$ cat config.mk
export PLATFORM = sky130hd
export DESIGN_NAME = mem_load_unit_flat
export DESIGN_NICKNAME = d
export VERILOG_FILES = /design/src/rtl/mem_load_unit_pkg.sv /design/src/rtl/mem_load_unit_if.sv /design/src/rtl/mem_load_unit_load_align.sv /design/src/rtl/mem_load_unit.sv /design/src/flat_wrapper.sv
export SDC_FILE = /design/constraint.sdc
export NUM_CORES = 1
export LEC_CHECK = 0
export ABC_AREA = 1
export CAP_MARGIN = 0
export CORE_ASPECT_RATIO = 1.25
export CORE_MARGIN = 5
export CORE_UTILIZATION = 31
export CTS_BUF_LIST = sky130_fd_sc_hd__clkbuf_8 sky130_fd_sc_hd__clkbuf_16
export CTS_CLUSTER_SIZE = 40
export DETAILED_ROUTE_END_ITERATION = 8
export GPL_TIMING_DRIVEN = 0
export HOLD_SLACK_MARGIN = 0.06
export SYNTH_ARGS = -nofsm -noshare
export SYNTH_HDL_FRONTEND = slang
export SYNTH_SLANG_ARGS = --single-unit
$ cat constraint.sdc
create_clock -name clk -period 2.4 [get_ports clk]
set_input_delay 0.48 -clock clk [delete_from_list [all_inputs] [get_ports clk]]
set_output_delay 0.48 -clock clk [all_outputs]
set_load 0.005 [all_outputs]
$ cat src/rtl/mem_load_unit_pkg.sv
// Shared constants and types for the LEGv8 MEM-stage load engine.
package mem_load_unit_pkg;

  localparam int unsigned WORD       = 64;
  localparam int unsigned MLU_ADDR_W = 64;

  localparam logic [1:0] SZ_B = 2'd0;
  localparam logic [1:0] SZ_H = 2'd1;
  localparam logic [1:0] SZ_W = 2'd2;
  localparam logic [1:0] SZ_D = 2'd3;

  localparam logic [2:0] ST_IDLE  = 3'd0;
  localparam logic [2:0] ST_REQ0  = 3'd1;
  localparam logic [2:0] ST_WAIT0 = 3'd2;
  localparam logic [2:0] ST_REQ1  = 3'd3;
  localparam logic [2:0] ST_WAIT1 = 3'd4;
  localparam logic [2:0] ST_DONE  = 3'd5;

  typedef struct packed {
    logic [2:0] offset;
    logic [1:0] size;
    logic       sign_ext;
  } load_req_t;

  function automatic logic [3:0] size_bytes(input logic [1:0] sz);
    return 4'(1) << sz;
  endfunction

endpackage

$ cat src/rtl/mem_load_unit_if.sv
// Data-memory read interface: one outstanding request, valid/ready request, valid response.
interface mem_load_unit_if #(
  parameter int unsigned DATA_W = 64,
  parameter int unsigned ADDR_W = 64
);
  logic              mem_req_valid;
  logic              mem_req_ready;
  logic [ADDR_W-1:0] mem_addr;
  logic              mem_resp_valid;
  logic [DATA_W-1:0] mem_resp_data;

  modport master (
    output mem_req_valid,
    output mem_addr,
    input  mem_req_ready,
    input  mem_resp_valid,
    input  mem_resp_data
  );

  modport slave (
    input  mem_req_valid,
    input  mem_addr,
    output mem_req_ready,
    output mem_resp_valid,
    output mem_resp_data
  );
endinterface

$ cat src/rtl/mem_load_unit_load_align.sv
// Extracts the addressed field from two little-endian beats and sign/zero extends it.
module load_align
  import mem_load_unit_pkg::*;
(
  input  logic [2*WORD-1:0] i_beats,
  input  logic [2:0]        i_offset,
  input  logic [1:0]        i_size,
  input  logic              i_sign_ext,
  output logic [WORD-1:0]   o_data
);

  logic [WORD-1:0] w_field;

  assign w_field = WORD'(i_beats >> {i_offset, 3'b000});

  always_comb begin
    o_data = w_field;
    case (i_size)
      SZ_B:    o_data = {{(WORD-8){i_sign_ext & w_field[7]}},   w_field[7:0]};
      SZ_H:    o_data = {{(WORD-16){i_sign_ext & w_field[15]}}, w_field[15:0]};
      SZ_W:    o_data = {{(WORD-32){i_sign_ext & w_field[31]}}, w_field[31:0]};
      default: o_data = w_field;
    endcase
  end

endmodule

$ cat src/rtl/mem_load_unit.sv
// MEM-stage load engine: issues one or two aligned beat reads per load and returns the extended result.
module mem_load_unit
  import mem_load_unit_pkg::*;
#(
  parameter int unsigned DATA_W = WORD,
  parameter int unsigned ADDR_W = MLU_ADDR_W
) (
  input  logic               clk,
  input  logic               rst,
  input  logic               req_valid,
  input  logic [ADDR_W-1:0]  addr,
  input  logic [1:0]         size,
  input  logic               sign_ext,
  output logic               stall,
  mem_load_unit_if.master    mem,
  output logic [DATA_W-1:0]  r_data,
  output logic               r_data_valid
);

  logic [2:0]        r_state;
  logic [2:0]        w_next_state;
  load_req_t         r_req;
  logic              r_split;
  logic [DATA_W-1:0] r_beat0;
  logic [ADDR_W-1:0] r_mem_addr;
  logic              w_split;
  logic [DATA_W-1:0] w_beat_lo;
  logic [DATA_W-1:0] w_beat_hi;
  logic [DATA_W-1:0] w_aligned;

  assign w_split = ({1'b0, addr[2:0]} + size_bytes(size)) > 4'd8;

  // The beat arriving this cycle feeds the aligner directly so r_data is ready in DONE.
  assign w_beat_lo = (r_state == ST_WAIT1) ? r_beat0 : mem.mem_resp_data;
  assign w_beat_hi = (r_state == ST_WAIT1) ? mem.mem_resp_data : '0;

  load_align u_load_align (
    .i_beats    ({w_beat_hi, w_beat_lo}),
    .i_offset   (r_req.offset),
    .i_size     (r_req.size),
    .i_sign_ext (r_req.sign_ext),
    .o_data     (w_aligned)
  );

  always_ff @(posedge clk) begin
    if (rst) r_state <= ST_IDLE;
    else     r_state <= w_next_state;
  end

  always_comb begin
    w_next_state      = r_state;
    stall             = 1'b0;
    mem.mem_req_valid = 1'b0;
    mem.mem_addr      = r_mem_addr;
    case (r_state)
      ST_IDLE: begin
        stall = req_valid;
        if (req_valid) w_next_state = ST_REQ0;
      end
      ST_REQ0: begin
        stall             = 1'b1;
        mem.mem_req_valid = 1'b1;
        if (mem.mem_req_ready) w_next_state = ST_WAIT0;
      end
      ST_WAIT0: begin
        stall = 1'b1;
        if (mem.mem_resp_valid) w_next_state = r_split ? ST_REQ1 : ST_DONE;
      end
      ST_REQ1: begin
        stall             = 1'b1;
        mem.mem_req_valid = 1'b1;
        if (mem.mem_req_ready) w_next_state = ST_WAIT1;
      end
      ST_WAIT1: begin
        stall = 1'b1;
        if (mem.mem_resp_valid) w_next_state = ST_DONE;
      end
      ST_DONE:  w_next_state = ST_IDLE;
      default:  w_next_state = ST_IDLE;
    endcase
  end

  always_ff @(posedge clk) begin
    if (rst) begin
      r_req        <= '0;
      r_split      <= 1'b0;
      r_beat0      <= '0;
      r_mem_addr   <= '0;
      r_data       <= '0;
      r_data_valid <= 1'b0;
    end else begin
      r_data_valid <= 1'b0;
      case (r_state)
        ST_IDLE: begin
          if (req_valid) begin
            r_req      <= '{offset: addr[2:0], size: size, sign_ext: sign_ext};
            r_split    <= w_split;
            r_mem_addr <= {addr[ADDR_W-1:3], 3'b000};
          end
        end
        ST_WAIT0: begin
          if (mem.mem_resp_valid) begin
            r_beat0 <= mem.mem_resp_data;
            if (r_split) begin
              r_mem_addr <= r_mem_addr + ADDR_W'(8);
            end else begin
              r_data       <= w_aligned;
              r_data_valid <= 1'b1;
            end
          end
        end
        ST_WAIT1: begin
          if (mem.mem_resp_valid) begin
            r_data       <= w_aligned;
            r_data_valid <= 1'b1;
          end
        end
        default: ;
      endcase
    end
  end

endmodule

$ cat src/flat_wrapper.sv
// flat-port wrapper written by rule: the top's interface ports become plain ports
module mem_load_unit_flat import mem_load_unit_pkg::*;
#(
  parameter int unsigned DATA_W = WORD,
  parameter int unsigned ADDR_W = MLU_ADDR_W
)
  (clk, rst, req_valid, addr, size, sign_ext, stall, r_data, r_data_valid, mem_mem_req_valid, mem_mem_addr, mem_mem_req_ready, mem_mem_resp_valid, mem_mem_resp_data);
  mem_load_unit_if #(.DATA_W(DATA_W), .ADDR_W(ADDR_W)) mem_i ();
  input  logic clk;
  input  logic rst;
  input  logic req_valid;
  input  logic [ADDR_W-1:0] addr;
  input  logic [1:0] size;
  input  logic sign_ext;
  output logic stall;
  output logic [DATA_W-1:0] r_data;
  output logic r_data_valid;
  output wire logic [$bits(mem_i.mem_req_valid)-1:0] mem_mem_req_valid;
  output wire logic [$bits(mem_i.mem_addr)-1:0] mem_mem_addr;
  input wire logic [$bits(mem_i.mem_req_ready)-1:0] mem_mem_req_ready;
  input wire logic [$bits(mem_i.mem_resp_valid)-1:0] mem_mem_resp_valid;
  input wire logic [$bits(mem_i.mem_resp_data)-1:0] mem_mem_resp_data;
  assign mem_mem_req_valid = mem_i.mem_req_valid;
  assign mem_mem_addr = mem_i.mem_addr;
  assign mem_i.mem_req_ready = mem_mem_req_ready;
  assign mem_i.mem_resp_valid = mem_mem_resp_valid;
  assign mem_i.mem_resp_data = mem_mem_resp_data;
  mem_load_unit #(.DATA_W(DATA_W), .ADDR_W(ADDR_W)) u_core (.clk(clk), .rst(rst), .req_valid(req_valid), .addr(addr), .size(size), .sign_ext(sign_ext), .stall(stall), .mem(mem_i), .r_data(r_data), .r_data_valid(r_data_valid));
endmodule
Word-level counts from Yosys, hierarchy flattened
Cells that the tools add are included.
{ "word_totals": {"regBits": 203, "latchBits": 0, "ram_bits": 0, "romBits": 0, "input_bits": 136, "output_inout_bits": 131, "wordCells": 65, "memories": 0} }
{ "op_classes": {"add_sub_neg": 2, "mul": 0, "n_div": 0, "n_lt_le_gt_ge": 1, "eq_ne": 13, "shift": 2, "n_mux": 24, "bitwise_logic": 3, "n_reduce_logical": 11} }
{ "op_table": {"columns": ["operator", "count"], "rows": [
  ["64-bit two-way mux", 8],
  ["64-bit one-hot mux with 2 select lines", 2],
  ["64-bit one-hot mux with 3 select lines", 1],
  ["128-bit by 6-bit >> shifter with 64-bit output", 1],
  ["64-bit by 4-bit adder with 64-bit output, second input constant", 1],
  ["3-bit two-way mux", 6],
  ["3-bit one-hot mux with 5 select lines", 1],
  ["2-bit inequality test, second input constant", 6],
  ["4-bit AND reduction", 2],
  ["3-bit by 2-bit equality test with 1-bit output, second input constant", 2],
  ["5-bit AND reduction", 1],
  ["3-bit by 4-bit adder with 4-bit output", 1],
  ["4-bit greater-than comparator, second input constant", 1],
  ["1-bit two-way mux", 4],
  ["1-bit one-hot mux with 2 select lines", 2],
  ["2-bit AND reduction", 2],
  ["2-bit nonzero test", 2],
  ["4-bit OR reduction", 1],
  ["1-bit by 2-bit << shifter with 4-bit output, first input constant", 1],
  ["1-bit bitwise AND", 3],
  ["3-bit by 1-bit equality test with 1-bit output, second input constant", 1],
  ["3-bit equality test, second input constant", 1],
  ["3-bit logical NOT", 1],
  ["2-bit by 1-bit equality test with 1-bit output, second input constant", 1],
  ["other kinds (4)", 4]
]} }

Longest topological paths before layout
{ "logic_depth": {"ltp_word": 8, "mapped_depth": 16, "ltp_nobuf": 14} }

Modules after synthesis
A second synthesis with hierarchy kept.
{ "unflattened": {"hier_cells": 2562, "area_unflattened_um2": 14677.8} }
{ "by_module_without_submodules": {"columns": ["module", "instances", "cells_each", "area_per_inst_um2"], "rows": [
  ["mem_load_unit", 1, 1727, 10835.4],
  ["load_align", 1, 835, 3842.4]
]} }

Worst setup path before layout
OpenSTA, ideal clock, no wires.
{ "synth_timing": {"path_type": "reg2reg", "start": "register u_core.r_mem_addr[3], in the netlist u_core.mem.mem_addr[3]", "end": "register u_core.r_mem_addr[17], in the netlist u_core.mem.mem_addr[17]", "setup_ns": 0.070, "arrival_ns": 1.904, "t_required_ns": 2.330, "slack_ns": 0.426, "stages_incl_launch_ff": 13, "path_buffers": 0, "cell_sequence": "dfxtp_1 > ha_1 > nand2_1 > inv_1 > nand2_1 > nor2_2 > inv_1 > nor2_1 > inv_1 > or2_2 > nand3_1 > o211ai_1 > a21oi_1"} }
{ "synth_via": {"elab_chain_cells": 4} }
{ "synth_lines": {"columns": ["element", "line_no", "text"], "rows": [
  ["start: declaration", "mem_load_unit.sv:25", "logic [ADDR_W-1:0] r_mem_addr;"],
  ["start signal: assignment", "mem_load_unit.sv:98", "r_mem_addr <= {addr[ADDR_W-1:3], 3'b000};"],
  ["start signal: assignment", "mem_load_unit.sv:105", "r_mem_addr <= r_mem_addr + ADDR_W'(8);"],
  ["64-bit by 4-bit adder with 64-bit output", "mem_load_unit.sv:105", null],
  ["64-bit two-way mux", "mem_load_unit.sv:104", "if (r_split) begin"],
  ["64-bit two-way mux", "mem_load_unit.sv:102", "if (mem.mem_resp_valid) begin"],
  ["64-bit one-hot mux with 2 select lines", "mem_load_unit.sv:93", "case (r_state)"]
]} }
Every way passes these cells. The select of a mux whose other input is x is not followed.
A chain may end at the register's enable or synchronous reset.

Final worst setup path
{ "layout_timing": {"start": "register u_core.r_mem_addr[38], in the netlist u_core.mem.mem_addr[38]", "end": "register u_core.r_mem_addr[58], in the netlist u_core.mem.mem_addr[58]"} }
Same word-level chain as after synthesis.

==> impl_metrics.toml <==
[status]
outcome = "finished with violations"
violations = "setup timing"

[detailed_routing]
wire_per_inst_um = 28.92
dr.pass1.iters = 6
detail-route-antenna-nets = 0
route.detailed.drc = 0
drt_iter0_markers = 1782
vias = 18710
routed_wirelength_um = 97500
via_per_inst = 5.550

[timing]
hold_violations = 0
fin_ws_ps = -41.37
setup_violations = 1
finalCritPeriodShare_pct = 101.7
rsz0062_at_grt = "yes"
fmax_mhz = 409.6
finClkSkew_ps = 16.81
slew_violations = 0
min_period_ps = 2441
max_slew_margin_pct = 27.64
tightestPinTransition_ps = 1085

[placement]
place.gp.congestion = 1.074
hpwl_um = 81770
portBuffers = 262
place_ws_ps = -708.6
place_inst = 3324

[cts]
cts_sinks = 200
cts_buffer_depth = 2
path_clk_slew_ps = 90
insertion_delay_ps = 490
cts_root_buffer = "clkbuf_16"
ctsHoldBuffers = 0
numCtsBuffers = 17
htree_num_levels = 4
cts_tree = "done"

[cells_and_area]
layout.nets = 2917
instances_no_fill = 3371
fill_cells = 4962
area_delta_synth_final_pct = 33.68
drive_above_1_share_pct = 9.824

[yosys]
yosysMostFrequentCell = "nand2_1"
synthDistinctLibCells = 44
synthTopCellsByArea = "dfxtp_1 28%, nand2_1 19%, nand3_1 14%"
ys_ff_latch = 200
synth_warnings = 0
synth_edf_count = 0
avgSynthCellArea_um2 = 5.744
yosys-top-cells-count = "723 x nand2_1, 395 x nand3_1, 278 x nor2_1"
synthArstFlopShare_pct = 0
synth_area_mm2 = 0.01426
synthCells = 2482
synth_top_area_cell = "dfxtp_1"
yosys.area.top_type_share_pct = 28.08
yosys_most_used_dff = "dfxtp_1"
ys_seq_area_share_pct = 28.08

[job]
drv_cap = 0

[grt]
grt_pass1_vias = 18240
grt_use_total_pct = 37.22
antenna_found_initial = 6
grt_pass1_wl_um = 135100
grt_max_degree = 22
overflow = 0

[hold_path]
worst_hold_path.endpoint = "u_core.r_beat0[35]$_SDFFE_PP0P_"
hp-start = "u_core.r_beat0[35]$_SDFFE_PP0P_"
whs_path_depth = 2
hold_class = "flip-flop to flip-flop"

[floorplanning]
core_mm2 = 0.04528
die-width_um = 201.8
start_util_pct = 31.48
io_pins = 267
dieArea_mm2 = 0.05040
fp.dieH_um = 249.8
rows = 87

[setup_path]
rrSetupSlack_ps = -40
r2r_cells = 9
crit_top_cell = "nand2_1"
critPathSlowestCell = "dfxtp_1"
r2r_start = "u_core.mem.mem_addr[38]$_SDFFE_PP0P_"
end_kind = "flip-flop"
critPathArrivalTime_ps = 2790
path_class = "flip-flop to flip-flop"
startpoint = "u_core.mem.mem_addr[38]$_SDFFE_PP0P_"
path_cells = "nand2_1 > nor3_2 > nand2_2 > nor2_4 > nand2_1 > o21ai_0 > nand3_1 > nand2_1 > a21oi_1"
critical_path_required_ps = 2750
critPathMaxStageDelay_ps = 500
cp-start-kind = "flip-flop"
r2r-end = "u_core.mem.mem_addr[58]$_SDFFE_PP0P_"
worstPathMaxFanout = 6

[pwr]
power.total_w = 0.02240
irDropWorstVdd_uv = 711.0
p_per_area_mw_per_mm2 = 1175
cellLeakagePower_nw = 7.532
repair_timing:
item / in CTS / in global routing
resized for setup: 149 / 116
endpoints found under the hold margin: 0 / 0
pin swaps: 3 / 15
setup buffers: 2 / 10
setup endpoints to repair: 129 / 113
cloned: 0 / 0
cells by family (layout without fill, tap and decap cells):
group                    Yosys count  count (layout)  synth area share (%)
multiplexers                       4               4                0.2809
AO/OA/AOI/OAI                    396             396                 14.81
buffers and inverters            357             662                 10.41
flip-flops                       200             200                 28.08
adder cells (fa/ha/maj)            5               5                0.4915
AND/OR/NAND/NOR                 1500            1500                 44.73
other                              1               7               0.02630
XOR/XNOR                          19              19                 1.167
registers in the layout (all words and copies together), names as in the netlist:
name                 flops
u_core.r_data_valid      1
u_core.r_data           64
u_core.r_state           3
u_core.mem.mem_addr     61
u_core.r_beat0          64
u_core.r_split           1
u_core.r_req             6
layout by cell type, fill, tap and decap left out, types with 29 or more instances in the layout:
master,n
o21ai_0,132
clkdlybuf4s50_1,262
o211ai_1,34
nand2_1,710
nor3_1,31
inv_1,188
a21oi_1,165
nand4_1,35
clkbuf_1,55
nor2_1,253
nand3_1,376
dfxtp_1,191
buf_2,29
layout make-up:
type,instances,area [um2],share of cell area [%]
multi-input combinational,1927,9325,48.93
buffer,165,933.4,4.898
tap,578,723.2,3.795
clock buffer,17,425.4,2.232
clock inverter,15,177.7,0.9323
antenna,4,10.01,0.05252
sequential,200,4020,21.10
inverter,191,716.9,3.762
timing repair buffer,274,2725,14.30
worst max-delay path: cells and delay by family (launching register included):
kind / cells / cell delay (ps)
AOI/OAI and AO/OA: 2 / 210
DFF: 1 / 500
and+or+nand+nor: 7 / 1580
per-layer routing:
metal  routed length, um  vias up  track usage [%]
met5                   9        -                0
li1                    -     8744                -
met1               33100     8741            37.09
met3                5158      323            5.674
met4               10800        2            34.27
met2               48430      899            65.95
power by group:
group,total (W),switching (W),internal (W)
logic,0.0136,0.00893,0.00464
registers,0.00576,0.00140,0.00436
clock network,0.00307,0.00165,0.00141
total,0.0224,0.0120,0.0104
how the worst max path moves through the flow:
stage                                      endpoint  slack (ps)  cells past startpoint
2_1_floorplan  u_core.mem.mem_addr[17]$_SDFFE_PP0P_         430                     12
3_3_place_gp   u_core.mem.mem_addr[57]$_SDFFE_PP0P_        -690                     12
3_5_place_dp   u_core.mem.mem_addr[57]$_SDFFE_PP0P_        -710                     12
4_1_cts        u_core.mem.mem_addr[58]$_SDFFE_PP0P_         -70                      9
5_1_grt        u_core.mem.mem_addr[58]$_SDFFE_PP0P_         -40                      9
6_report       u_core.mem.mem_addr[58]$_SDFFE_PP0P_         -40                      9
per-stage QoR:
| stage | area [um2] | TNS, ps | utilization, % | hold WS [ps] |
|---|---|---|---|---|
| floorplan | 14260 | 0 | - | 424.5 |
| global placement | 17610 | -50830 | 38.89 | 439.6 |
| detailed placement | 17610 | -50710 | 38.89 | 443.5 |
| CTS | 18620 | -70.74 | 41.11 | 461.9 |
| global route | 19060 | -65.64 | 42.08 | 481.3 |
| finish | 19060 | -41.37 | 42.08 | 460.7 |
No activity file was read; power rests on OpenSTA's default activity.
